==> src/rtl/amp_pwr_seq.sv <==
// Class-D output power sequencer: power-up hold, fault filter/retry/lockout, and a 0..unity gain ramp on the sample path.
// Latency: scaled samples appear exactly 1 cycle after vld; sht_dwn rises 1 cycle after a qualified fault is seen.
// Backpressure: none, the sample path is a pure strobe pipeline and accepts a pair on every vld.
module amp_pwr_seq #(
   parameter int PWRUP_CYC = 250000,   // clk cycles sht_dwn is held high before enabling
   parameter int FLT_FILT  = 4,        // consecutive low synced Flt_n cycles that qualify a fault
   parameter int MAX_RETRY = 3         // fault count that latches the lockout
) (
   input  logic               clk,
   input  logic               rst,
   input  logic               vld,
   input  logic signed [15:0] lft_in,
   input  logic signed [15:0] rght_in,
   input  logic               Flt_n,
   output logic               sht_dwn,
   output logic               vld_out,
   output logic signed [15:0] lft_out,
   output logic signed [15:0] rght_out,
   output logic               lockout,
   output logic [1:0]         flt_cnt
);

   // Timer must hold PWRUP_CYC-1; keep at least one bit for degenerate settings.
   localparam int TMR_W  = (PWRUP_CYC > 1) ? $clog2(PWRUP_CYC) : 1;
   localparam int FILT_W = $clog2(FLT_FILT + 1);

   localparam logic [TMR_W-1:0]  TMR_LAST  = TMR_W'(PWRUP_CYC - 1);
   localparam logic [FILT_W-1:0] FILT_MAX  = FILT_W'(FLT_FILT);
   localparam logic [1:0]        RETRY_MAX = 2'(MAX_RETRY);
   localparam logic [8:0]        GAIN_UNITY = 9'd256;

   typedef enum logic [2:0] {
      ST_SHTDN   = 3'd0,
      ST_RAMP_UP = 3'd1,
      ST_RUN     = 3'd2,
      ST_FAULT   = 3'd3,
      ST_LOCK    = 3'd4
   } state_t;

   // Fault input conditioning
   logic              r_flt_s1;
   logic              r_flt_s2;
   logic [FILT_W-1:0] r_filt_cnt;
   logic              w_flt;

   // Sequencer state
   state_t            r_state;
   logic [TMR_W-1:0]  r_timer;
   logic [8:0]        r_gain;
   logic [1:0]        r_flt_cnt;
   logic              r_sht_dwn;
   logic              r_lockout;
   logic [1:0]        w_flt_cnt_inc;
   logic              w_to_lock;

   // Sample path
   logic              r_vld_out;
   logic signed [15:0] r_lft_out;
   logic signed [15:0] r_rght_out;
   logic signed [25:0] w_gain_s;
   logic signed [25:0] w_lft_s;
   logic signed [25:0] w_rght_s;
   logic signed [25:0] w_prod_l;
   logic signed [25:0] w_prod_r;
   logic signed [15:0] w_lft_scl;
   logic signed [15:0] w_rght_scl;

   //--------------------------------------------------------------------
   // Fault input path
   //--------------------------------------------------------------------

   // Two-flop synchronizer for the asynchronous fault line, preset to the idle-high level.
   always_ff @(posedge clk or posedge rst) begin
      if (rst) begin
         r_flt_s1 <= 1'b1;
         r_flt_s2 <= 1'b1;
      end else begin
         r_flt_s1 <= Flt_n;
         r_flt_s2 <= r_flt_s1;
      end
   end

   // Count consecutive low synchronized samples; saturate so a long fault keeps flt asserted.
   always_ff @(posedge clk or posedge rst) begin
      if (rst) begin
         r_filt_cnt <= '0;
      end else if (r_flt_s2) begin
         r_filt_cnt <= '0;
      end else if (r_filt_cnt != FILT_MAX) begin
         r_filt_cnt <= r_filt_cnt + FILT_W'(1);
      end
   end

   // Qualified fault: the line has been low for FLT_FILT synchronized cycles and still is.
   assign w_flt = (r_filt_cnt == FILT_MAX);

   //--------------------------------------------------------------------
   // Sequencer
   //--------------------------------------------------------------------

   // Fault count after this fault, saturating; reaching the retry limit diverts to LOCK.
   assign w_flt_cnt_inc = (r_flt_cnt == RETRY_MAX) ? r_flt_cnt : (r_flt_cnt + 2'd1);
   assign w_to_lock     = (w_flt_cnt_inc == RETRY_MAX);

   // Power/gain state machine with registered shutdown, lockout and fault count.
   always_ff @(posedge clk or posedge rst) begin
      if (rst) begin
         r_state   <= ST_SHTDN;
         r_timer   <= '0;
         r_gain    <= '0;
         r_flt_cnt <= '0;
         r_sht_dwn <= 1'b1;
         r_lockout <= 1'b0;
      end else begin
         case (r_state)
            // SHTDN and FAULT share the hold-off: timer runs only through fault-free cycles.
            ST_SHTDN, ST_FAULT: begin
               r_sht_dwn <= 1'b1;
               r_gain    <= '0;
               if (w_flt) begin
                  r_timer <= '0;
               end else if (r_timer == TMR_LAST) begin
                  r_timer   <= '0;
                  r_state   <= ST_RAMP_UP;
                  r_sht_dwn <= 1'b0;
               end else begin
                  r_timer <= r_timer + TMR_W'(1);
               end
            end

            // Amp enabled; gain climbs one step per sample until unity.
            ST_RAMP_UP: begin
               if (w_flt) begin
                  r_flt_cnt <= w_flt_cnt_inc;
                  r_gain    <= '0;
                  r_timer   <= '0;
                  r_sht_dwn <= 1'b1;
                  r_lockout <= w_to_lock;
                  r_state   <= w_to_lock ? ST_LOCK : ST_FAULT;
               end else if (vld) begin
                  r_gain <= r_gain + 9'd1;
                  if (r_gain == (GAIN_UNITY - 9'd1)) begin
                     r_state <= ST_RUN;
                  end
               end
            end

            // Full-gain operation; only a qualified fault leaves this state.
            ST_RUN: begin
               r_gain <= GAIN_UNITY;
               if (w_flt) begin
                  r_flt_cnt <= w_flt_cnt_inc;
                  r_gain    <= '0;
                  r_timer   <= '0;
                  r_sht_dwn <= 1'b1;
                  r_lockout <= w_to_lock;
                  r_state   <= w_to_lock ? ST_LOCK : ST_FAULT;
               end
            end

            // Terminal after repeated faults; only reset recovers.
            ST_LOCK: begin
               r_sht_dwn <= 1'b1;
               r_gain    <= '0;
               r_lockout <= 1'b1;
            end

            default: begin
               r_state   <= ST_SHTDN;
               r_timer   <= '0;
               r_gain    <= '0;
               r_sht_dwn <= 1'b1;
            end
         endcase
      end
   end

   //--------------------------------------------------------------------
   // Sample path
   //--------------------------------------------------------------------

   // Extend operands explicitly so the multiply is a clean signed 26x26 in range.
   assign w_gain_s = {17'd0, r_gain};
   assign w_lft_s  = {{10{lft_in[15]}}, lft_in};
   assign w_rght_s = {{10{rght_in[15]}}, rght_in};
   assign w_prod_l = w_lft_s * w_gain_s;
   assign w_prod_r = w_rght_s * w_gain_s;

   // Arithmetic shift floors; gain <= 256 guarantees the result fits 16 bits.
   assign w_lft_scl  = 16'(w_prod_l >>> 8);
   assign w_rght_scl = 16'(w_prod_r >>> 8);

   // Register scaled samples using the gain in force before this cycle's update; hold between strobes.
   always_ff @(posedge clk or posedge rst) begin
      if (rst) begin
         r_vld_out  <= 1'b0;
         r_lft_out  <= '0;
         r_rght_out <= '0;
      end else begin
         r_vld_out <= vld;
         if (vld) begin
            r_lft_out  <= w_lft_scl;
            r_rght_out <= w_rght_scl;
         end
      end
   end

   assign sht_dwn  = r_sht_dwn;
   assign lockout  = r_lockout;
   assign flt_cnt  = r_flt_cnt;
   assign vld_out  = r_vld_out;
   assign lft_out  = r_lft_out;
   assign rght_out = r_rght_out;

endmodule

==> config.mk <==
export PLATFORM = sky130hd
export DESIGN_NAME = amp_pwr_seq
export DESIGN_NICKNAME = d
export VERILOG_FILES = /design/src/rtl/amp_pwr_seq.sv
export SDC_FILE = /design/constraint.sdc
export NUM_CORES = 1
export LEC_CHECK = 0
export ABC_AREA = 1
export CORE_MARGIN = 2
export CORE_UTILIZATION = 35
export CTS_CLUSTER_SIZE = 25
export DETAILED_ROUTE_END_ITERATION = 12
export PLACE_DENSITY = 0.58
export SLEW_MARGIN = 20
export SYNTH_ARGS = -nofsm -noshare
export SYNTH_HDL_FRONTEND = slang
export SYNTH_SLANG_ARGS = --single-unit
==> constraint.sdc <==
create_clock -name clk -period 5.5 [get_ports clk]
set_input_delay 0.55 -clock clk [delete_from_list [all_inputs] [get_ports clk]]
set_output_delay 0.55 -clock clk [all_outputs]
set_load 0.02 [all_outputs]
==> results of run 1 <==
worst paths after layout:
check / start / to
max: lft_in[15] / lft_out[15]$_DFFE_PP0P_
min: r_flt_s1$_DFF_PP1_ / r_flt_s2$_DFF_PP1_
max reg2reg: r_gain[1]$_DFFE_PP0N_ / lft_out[15]$_DFFE_PP0P_
min reg2reg: r_flt_s1$_DFF_PP1_ / r_flt_s2$_DFF_PP1_
max in group asynchronous: rst / lft_out[3]$_DFFE_PP0P_
min in group asynchronous: rst / rght_out[11]$_DFFE_PP0P_
worst max-delay path, stage by stage:
cell,delay (ns)
clkdlybuf4s50_1,0.61
nand2_1,0.14
buf_4,0.16
fa_1,0.47
inv_1,0.05
fa_1,0.47
fa_1,0.51
fa_1,0.50
inv_1,0.06
fa_1,0.50
inv_1,0.04
ha_1,0.34
a21oi_1,0.30
o21ai_0,0.19
a21oi_1,0.17
nand3_1,0.14
inv_1,0.08
nand2_1,0.05
nand3_1,0.07
nand2_1,0.07
registers in the layout, indices dropped and copies added, names as in the netlist:
| register | count |
|---|---|
| rght_out | 16 |
| r_filt_cnt | 3 |
| lockout | 1 |
| flt_cnt | 2 |
| lft_out | 16 |
| r_flt_s1 | 1 |
| sht_dwn | 1 |
| r_gain | 9 |
| r_state | 3 |
| r_flt_s2 | 1 |
| r_timer | 18 |
| vld_out | 1 |
power by group through the flow:
stage / logic [W] / registers (W) / clock network [W]
after floorplan: 0.000145 / 0.000606 / 0
after global placement: 0.000234 / 0.000611 / 0
after detailed placement: 0.000239 / 0.000613 / 0
after CTS: 0.000240 / 0.000604 / 0.000638
after global routing: 0.000266 / 0.000610 / 0.000656
final: 0.000236 / 0.000605 / 0.000615
cell usage in the layout, fill, tap and decap left out, types with 2 or more instances in the layout:
master           instances
or2_2                    3
buf_12                   8
clkinv_2                 3
a21oi_1                 55
clkdlybuf4s50_1         70
clkinv_4                 2
nor3b_1                  2
xor2_1                  11
nor2_8                   2
o21ai_0                 38
a31oi_1                  4
o21a_1                   3
inv_1                  488
nor2_1                  74
nor4_1                   3
xnor2_1                 18
nand3_1                 74
nand2_1                574
o21ai_1                 11
nor2_2                   6
inv_2                    8
ha_1                   105
buf_4                   92
and3_1                   3
dfrtp_1                 69
dlymetal6s2s_1           2
dfstp_2                  3
fa_1                   228
nor3_1                  10
nand3_2                  4
nand2_2                  8
nor3_2                   5
clkbuf_16                9
nand4_1                 17
a21o_1                   4
routing by layer:
layer  track usage (%)  up-vias  wire length [µm]
li1                  -     5824                 -
met1              25.1     5791             17000
met2              32.5      220             17400
met3              2.23       18              1420
met4              2.67        0               257
met5                 0        -                 0
metrics by stage:
stage          hold slack [ns]  instance area [µm²]  TNS [ns]
6_report                 0.355                16300         0
5_1_grt                  0.366                16300         0
4_1_cts                  0.357                16300         0
3_5_place_dp             0.347                16000    -0.322
3_3_place_gp             0.346                16000   -0.0606
2_1_floorplan            0.345                14100         0
layout make-up:
cell class / count / area (µm²) / share of cell area [%]
Clock inverter: 6 / 68.8 / 0.422
Sequential cell: 72 / 1810 / 11.1
Timing Repair Buffer: 172 / 1580 / 9.67
Clock buffer: 10 / 229 / 1.40
Tap cell: 525 / 657 / 4.03
Multi-Input combinational cell: 1274 / 10100 / 61.9
Inverter: 499 / 1880 / 11.5
logic make-up (layout without fill, tap and decap cells):
| family | Yosys count | count (layout) | share of synthesized area [%] |
|---|---|---|---|
| simple gates | 788 | 788 | 23.3 |
| buf+inv | 574 | 687 | 15.6 |
| fa+ha+maj | 333 | 333 | 41.7 |
| flops | 72 | 72 | 12.8 |
| xor+xnor | 30 | 30 | 1.92 |
| compound gates | 123 | 123 | 4.70 |
==> reports/results.tsv, run 1 <==
metric	value	unit
CTS Sinks	72	
total net switching power	0.000439	W
Critical Path Fanout Max	5	
RSZ-0062 raised after global routing	no	
ys flop type	dfrtp_1	
cell taking the most area after synthesis	fa_1	
Max-cap violations	0	
final hold viol count	0	
Comb pwr share	16.2	%
post-route ant nets	0	
HPWL after detailed placement	29300	µm
Max Freq	191	MHz
area share of the largest cell type after synthesis	32.4	%
final setup margin	0.269	ns
Clock H-tree levels	3	
Startpoint Class	input port	
Iter 0 DRT Violations	643	
Mapped Cells	1920	
Final Cycle Share	95.1	%
Power Internal	0.00102	W
initial antenna violation count	0	
slew of the pin with the lowest slew margin	0.756	ns
worst skew pair latency	0.35	ns
WP data arrival	5.47	ns
nets	2397	
Synth Warn #	0	
largest net degree at the start of global routing	57	
Port Buffers	72	
Num CTS Buffers	9	
top post-synthesis cells by count	nand2_1 (574), inv_1 (489), fa_1 (228), ha_1 (105)	
post_cts resized	0	
layout cell share with drive strength beyond 1	7.92	%
min Tclk post-route	5.23	ns
Post-Place Worst Slack	-0.0800	ns
WL final	36100	µm
core area	39700	µm²
placed instance count	2542	
outcome	complete, no violations	
gr ovfl total	0	
Final Setup Violations	0	
ranking of synthesized cells by area	fa_1 (32%), nand2_1 (15%), inv_1 (13%)	
DR WL/cell	14.1	µm
peak supply drop	0.127	mV
die area	41900	µm²
clock power share	42.2	%
# diodes	0	
max-slew violations	0	
syn nets	2289	
first-pass GRT wire length	62300	µm
via count	11900	
Post-Syn Area	14100	µm²
filler cell count	4132	
share of power burned in registers	41.5	%
Residual DRC	0	
gpl congestion	0.882	
Cell Rows	73	
Max clock buf depth	2	
Final Power	0.00146	W
Total Routing Usage GR	18.6	%
library cells used by synthesis	47	
setup slack, reg-to-reg	0.35	ns
DR pass1 iterations	8	
Critical Path RT	5.74	ns
Final Core Density	41.0	%
register bit total from synthesis	72	
register area share after synthesis	12.8	%
Initial Util	35.5	%
WHS Path Cells	0	
async set or reset register ratio after synthesis	100	%
TritonCTS clock tree	built	
Via density	4.63	
number of global-route vias before repair	12600	
hold_buf cts	0	
Post-synth EDFFs	0	
Clock Skew	0.00864	ns
Finished Layout Cells	2558	
Setup Crit Path Kind	in2reg	
Avg Inst Size Synth	7.34	µm²
Net Sw Frac	30.2	%
Hold Crit Class	reg2reg	
DIE HEIGHT	205	µm
I/O Pins	73	
postcts setup bufs	0	
max_slew headroom	49.6	%
Root Driver	clkbuf_16	
power per cell area	89.3	nW/µm²
die width	205	µm
Synth-to-Final Area Change	15.7	%
Reg clk slew, reported paths	0.06	ns
static leakage	9.72	nW
Reg2Reg Depth	20	
Critical Path End Type	flip-flop	
cell with the most instances after synthesis	nand2_1	
No activity file was read; power rests on OpenSTA's default activity.
==> run 2: changes to the inputs <==
Settings changed: CTS_CLUSTER_SIZE 25 to 12.
==> results of run 2 <==
Final layout, timing and power as in run 1 (identical DEF).
==> run 3: changes to the inputs <==
Settings changed: CTS_CLUSTER_SIZE 12 to 24.
==> results of run 3 <==
Final layout, timing and power as in run 1 (identical DEF).
